`src/rtl/exp5_unidade_controle_desafio.sv`:
```
`default_nettype none
// +------------------------------------------------------------------------+
// | exp5_unidade_controle_desafio                                          |
// | Moore control unit that sequences the memory-game datapath by rounds.  |
// | Rev 1.0 - initial release                                              |
// +------------------------------------------------------------------------+
module exp5_unidade_controle_desafio #(
  parameter bit TIMEOUT_EN = 1'b1
) (
  input  logic       clock,
  input  logic       reset,
  input  logic       iniciar,
  input  logic       nivel_in,
  input  logic       fimE,
  input  logic       enderecoIgualLimite,
  input  logic       jogada_feita,
  input  logic       igual,
  input  logic       controle_timeout,
  output logic       zeraE,
  output logic       contaE,
  output logic       zeraL,
  output logic       contaL,
  output logic       zeraR,
  output logic       registraR,
  output logic       contaT,
  output logic       nivel,
  output logic       pronto,
  output logic       acertou,
  output logic       errou,
  output logic       timeout,
  output logic [3:0] db_estado
);

  typedef enum logic [3:0] {
    ST_INICIAL        = 4'h0,
    ST_PREPARACAO     = 4'h1,
    ST_INICIA_RODADA  = 4'h2,
    ST_ESPERA_JOGADA  = 4'h3,
    ST_REGISTRA       = 4'h4,
    ST_COMPARACAO     = 4'h5,
    ST_PROXIMA_JOGADA = 4'h6,
    ST_PROXIMA_RODADA = 4'h7,
    ST_FIM_ACERTO     = 4'hA,
    ST_FIM_TIMEOUT    = 4'hD,
    ST_FIM_ERRO       = 4'hE
  } state_t;

  state_t r_state;
  state_t w_next;
  logic   w_final;
  logic   w_latch_nivel;

  function automatic state_t f_next(input state_t s);
    case (s)
      ST_INICIAL:        f_next = iniciar ? ST_PREPARACAO : ST_INICIAL;
      ST_PREPARACAO:     f_next = ST_INICIA_RODADA;
      ST_INICIA_RODADA:  f_next = ST_ESPERA_JOGADA;
      // A play arriving together with the timeout still counts.
      ST_ESPERA_JOGADA: begin
        if (jogada_feita)                        f_next = ST_REGISTRA;
        else if (controle_timeout && TIMEOUT_EN) f_next = ST_FIM_TIMEOUT;
        else                                     f_next = ST_ESPERA_JOGADA;
      end
      ST_REGISTRA:       f_next = ST_COMPARACAO;
      ST_COMPARACAO: begin
        if (!igual)                    f_next = ST_FIM_ERRO;
        else if (!enderecoIgualLimite) f_next = ST_PROXIMA_JOGADA;
        else if (fimE)                 f_next = ST_FIM_ACERTO;
        else                           f_next = ST_PROXIMA_RODADA;
      end
      ST_PROXIMA_JOGADA: f_next = ST_ESPERA_JOGADA;
      ST_PROXIMA_RODADA: f_next = ST_INICIA_RODADA;
      ST_FIM_ACERTO,
      ST_FIM_ERRO,
      ST_FIM_TIMEOUT:    f_next = iniciar ? ST_PREPARACAO : s;
      default:           f_next = ST_INICIAL;
    endcase
  endfunction

  // {zeraE, contaE, zeraL, contaL, zeraR, registraR, contaT, pronto, acertou, errou, timeout}
  function automatic logic [10:0] f_outs(input state_t s);
    case (s)
      ST_PREPARACAO:     f_outs = 11'b101_0100_0000;
      ST_INICIA_RODADA:  f_outs = 11'b100_0100_0000;
      ST_ESPERA_JOGADA:  f_outs = {6'b000000, TIMEOUT_EN, 4'b0000};
      ST_REGISTRA:       f_outs = 11'b000_0010_0000;
      ST_PROXIMA_JOGADA: f_outs = 11'b010_0000_0000;
      ST_PROXIMA_RODADA: f_outs = 11'b000_1000_0000;
      ST_FIM_ACERTO:     f_outs = 11'b000_0000_1100;
      ST_FIM_ERRO:       f_outs = 11'b000_0000_1010;
      ST_FIM_TIMEOUT:    f_outs = 11'b000_0000_1001;
      default:           f_outs = 11'b000_0000_0000;
    endcase
  endfunction

  assign w_next        = f_next(r_state);
  assign w_final       = (r_state == ST_FIM_ACERTO) || (r_state == ST_FIM_ERRO) ||
                         (r_state == ST_FIM_TIMEOUT);
  assign w_latch_nivel = iniciar && ((r_state == ST_INICIAL) || w_final);
  assign db_estado     = r_state;

  always_ff @(posedge clock) begin
    if (reset) begin
      r_state <= ST_INICIAL;
      nivel   <= 1'b0;
      {zeraE, contaE, zeraL, contaL, zeraR, registraR, contaT,
       pronto, acertou, errou, timeout} <= 11'b0;
    end else begin
      r_state <= w_next;
      if (w_latch_nivel) nivel <= nivel_in;
      // Outputs are decoded from the next state so they line up with r_state.
      {zeraE, contaE, zeraL, contaL, zeraR, registraR, contaT,
       pronto, acertou, errou, timeout} <= f_outs(w_next);
    end
  end

endmodule
`default_nettype wire

```
`config.mk`:
```
export PLATFORM = sky130hd
export DESIGN_NAME = exp5_unidade_controle_desafio
export DESIGN_NICKNAME = d
export VERILOG_FILES = /design/src/rtl/exp5_unidade_controle_desafio.sv
export SDC_FILE = /design/constraint.sdc
export NUM_CORES = 1
export LEC_CHECK = 0
export BUFFER_PORTS_ARGS = -buffer_cell sky130_fd_sc_hd__buf_2
export CORE_UTILIZATION = 54
export CTS_BUF_LIST = sky130_fd_sc_hd__clkbuf_2
export DETAILED_ROUTE_END_ITERATION = 8
export GPL_TIMING_DRIVEN = 0
export HOLD_SLACK_MARGIN = 0.12
export PLACE_DENSITY = 0.85
export SYNTH_ARGS = -nofsm -noshare
export SYNTH_HDL_FRONTEND = slang
export SYNTH_SLANG_ARGS = --single-unit
```
`constraint.sdc`:
```
create_clock -name clock -period 5.45 [get_ports clock]
set_clock_uncertainty 0.2 [all_clocks]
set_input_delay 1.09 -clock clock [delete_from_list [all_inputs] [get_ports clock]]
set_output_delay 1.09 -clock clock [all_outputs]
set_load 0.1 [all_outputs]
```
Yosys cells after proc, flatten, opt, wreduce, memory -nomap -nowiden

Memory sizes are Yosys's and may differ from the RTL's. A register that Yosys moved wholly into a read port is not among the register bits.
Index checks and enable logic that the tools add are counted.
Widths: inputs -> output; s select.

Bits in writable memories: 0
Register bits: 5
Memories kept: 1
ROM bits: 176
Bits in latches: 0
Output and inout bits: 16
Bits of input ports: 9

Memory list:

| memory          | depth | width | rd ports | clocked after Yosys merged registers in | wr ports | line | RTL |
|---|---|---|---|---|---|---|---|
| (no name shown) | 16    | 11    | 1        | 1                                       | 0        | 82   | `case (s)` |

Bitwise operators: 0
$mul: 0
$lt $le $gt $ge: 0
Divide/modulo/power cells: 0
Eq/ne operators: 10
Reductions and logical operators: 8
Shift-type cells: 0
Multiplexer cells: 8
$add $sub $neg: 0

Operators by type and width:

| operator           | count |
|---|---|
| $pmux 4 s7         | 1 |
| $mux 4             | 6 |
| $eq 4x3->1 const B | 4 |
| $eq 4x4->1 const B | 3 |
| $eq 4x2->1 const B | 2 |
| $eq 4x1->1 const B | 1 |
| $logic_not 4->1    | 1 |
| $reduce_or 2->1    | 2 |
| $logic_or 1x1->1   | 3 |
| $reduce_or 3->1    | 1 |
| $logic_and 1x1->1  | 1 |
| $mux 1             | 1 |

Depth between registers and ports, before layout

Depth in word-level cells: 5
Mapped depth: 8
Depth with buffers taken out: 7

Least setup slack after synthesis

OpenSTA, ideal clock, no wires.

Path type: reg-to-output
Start: reg zeraR
End: out zeraR
Cell stages (with the launch flop): 2
Required time: 4.160 ns
Data arrival time: 1.356 ns
Path buffers: 1
Path slack: 2.804 ns
Cell sequence: dfxtp_1 -> buf_4

RTL lines:

| item        | line | RTL |
|---|---|---|
| from (decl) | 23   | `output logic zeraR,` |

No word-level cell between the ends.

Final worst setup path

Start: reg r_state[3], in the netlist db_estado[3]
End: out db_estado[3]

RTL lines:

| item                   | line | RTL |
|---|---|---|
| from (decl)            | 48   | `state_t r_state;` |
| from (signal assigned) | 109  | `r_state <= w_next;` |
| to (decl)              | 31   | `output logic [3:0] db_estado` |

No word-level cell between the ends.

==> metrics.yaml <==
outcome:
  status: "finished, final reports clean"
grt:
  grt_max_degree: 11
  grt_pass1_wl_mm: 2.47
  grt_remaining_overflow: 0
  grt_use_total_pct: 25.0
  grt_pass1_vias: 575
  antenna_found_initial: 0
synthesis:
  ys_seq_area_share_pct: 42.0
  synthAdderAreaFrac_pct: 1.75
  synth-seq-cells: 15
  synthFlopType: "dfxtp_1"
  synth_cells: 73
  synth_compound_area_share_pct: 15.4
  ys_types: 37
  syn_nets: 83
  synth_xor_area_share_pct: 1.23
  async_flop_share_pct: 0
  avgSynthCellArea_sq_um: 9.79
  muxShareOfSynthArea_pct: 2.80
  syn_area_sq_um: 714
  synth_edf_count: 0
  synth-simple-area-share_pct: 29.9
  yosysWarnings: 0
  synth_top_family_by_area: "simple AND/OR/NAND/NOR gates"
pwr:
  cellLeakagePower_uw: 0.000418
  power_uw: 294
  power_density_nw_per_um2: 337
  ir_drop_mv: 0.243
worst_setup_path:
  criticalPathCategory: "register to primary output"
  startpoint_type: "register"
  cp_slowest_cell: "dfxtp_1"
  crit_fanout: 9
  critPathBufInv: 1
  worstSetupEndpointType: "primary output"
  critical_path.top_delay_family: "flip-flops"
  crit_arrival_ps: 1300
  required_ps: 4160
  cp_slowest_stage_delay_ps: 510
  cp_cell_sequence: "buf_2"
timing:
  tns_ps: 0
  fin_hold_ws_ps: 271
  setup_ws_ps: 2860
  hold_violations: 0
  final_max_slew_viol_count: 0
  relSlewSlack_pct: 67.1
  setup_viol: 0
  fin_crit_sh_pct: 47.5
  period_minus_slack_ps: 2590
  fmax_mhz: 386
  rsz0062_at_grt: "no"
  tightest_slew_ps: 491
finish:
  mostFrequentLayoutCell: "buf_2"
  n_antenna_cell: 0
  final_cells: 115
  nets: 112
  area_growth_pct: 22.1
  final.fill_count: 93
  mostFrequentLayoutCells: "buf_2, dfxtp_1, nor2_1"
  drive_gt1_share_pct: 39.6
clock_tree:
  clkLatencyLatePin_ps: 300
  cts_hold_repair.buffers: 0
  cts_max_level: 1
  cts_resized: 0
  path_clk_slew_ps: 150
  cts_max_path_buffers: 2
  cts_sinks: 15
  root_buffer: "clkbuf_2"
  cts_buffers: 3
  post_cts_buffers: 0
  cts_tree: "done"
floorplanning:
  core.rowCount: 12
  start_util_pct: 61.0
  die_area_sq_um: 1470
  ios: 25
  die_x_um: 38.4
  core_sq_um: 1170
  die_h_um: 38.4
place:
  dp_cells: 111
  dp_slack_ps: 2570
  hpwl_mm: 1.12
  gp_congestion: 0.899
  placement.io_buffers: 24
worst_hold_path:
  hold_path.class: "register to register"
detailed_routing:
  detail_route.wl_per_cell_um: 12.3
  drc_errors: 0
  wirelength_mm: 1.42
  ant_nets: 0
  initialDrtViolationCount: 15
  vias: 647
  via_per_inst: 5.63
  first_pass_iters: 4
flow_run:
  maxCapViolCount: 0
layer usage:
| layer | vias up | global-route usage, % | share of wire [%] |
|---|---|---|---|
| met3 | 2 | 6.98 | 4.8 |
| li1 | 327 | - | - |
| met5 | - | 0 | 0 |
| met4 | 0 | 10.3 | 1.9 |
| met1 | 299 | 28.3 | 45 |
| met2 | 19 | 43.6 | 48 |
path summary, 6_finish.rpt:
path / to / depth (start not counted) / slack (ps) / start
setup / recovery: db_estado[3] / 1 / 2860 / db_estado[3]
hold / removal: nivel / 2 / 270 / nivel
setup reg to reg: pronto / 8 / 3330 / db_estado[1]
hold reg to reg: nivel / 2 / 270 / nivel
report_power, final:
part	switching [uW]	internal [uW]
clock	38.7	16.6
sequential	2.94	117
combinational	90.5	28.7
final cells by class:
| class | instances | area [sq um] | share of cell area, % |
|---|---|---|---|
| tap | 14 | 17.5 | 2.01 |
| timing repair buffer | 24 | 120 | 13.8 |
| clock buffer | 3 | 15.0 | 1.72 |
| inverter | 3 | 11.3 | 1.29 |
| multi-input combinational | 51 | 365 | 41.9 |
| clock inverter | 1 | 5.00 | 0.574 |
| buffer | 4 | 37.5 | 4.30 |
| sequential | 15 | 300 | 34.4 |
cell usage after synthesis, drive strengths merged (3+ instances only):
cell type | number | area [sq um]
dfxtp | 15 | 300
nor2 | 7 | 26.3
nand2 | 5 | 18.8
buf | 4 | 37.5
a21oi | 3 | 15.0
and3 | 3 | 23.8
inv | 3 | 11.3
nor3 | 3 | 20.0
o21ai | 3 | 15.0
logic make-up after synthesis:
family                   count (synthesis)
AND/OR/NAND/NOR                         32
flip-flops                              15
buffers and inverters                    7
multiplexers                             2
XOR/XNOR                                 1
adder cells (fa/ha/maj)                  1
AO/OA/AOI/OAI                           15
sequential cells by signal, indices dropped and copies added, names as in the netlist:
signal	flops
zeraL	1
zeraR	1
contaT	1
acertou	1
timeout	1
registraR	1
nivel	1
contaE	1
errou	1
db_estado	4
contaL	1
pronto	1
per-stage QoR:
step,instance area [sq um],utilization (%)
5_1_grt,872,74.5
4_1_cts,872,74.5
3_3_place_gp,852,72.8
3_5_place_dp,852,72.8
2_1_floorplan,714,-
6_report,872,74.5
No activity file was read; power rests on OpenSTA's default activity.
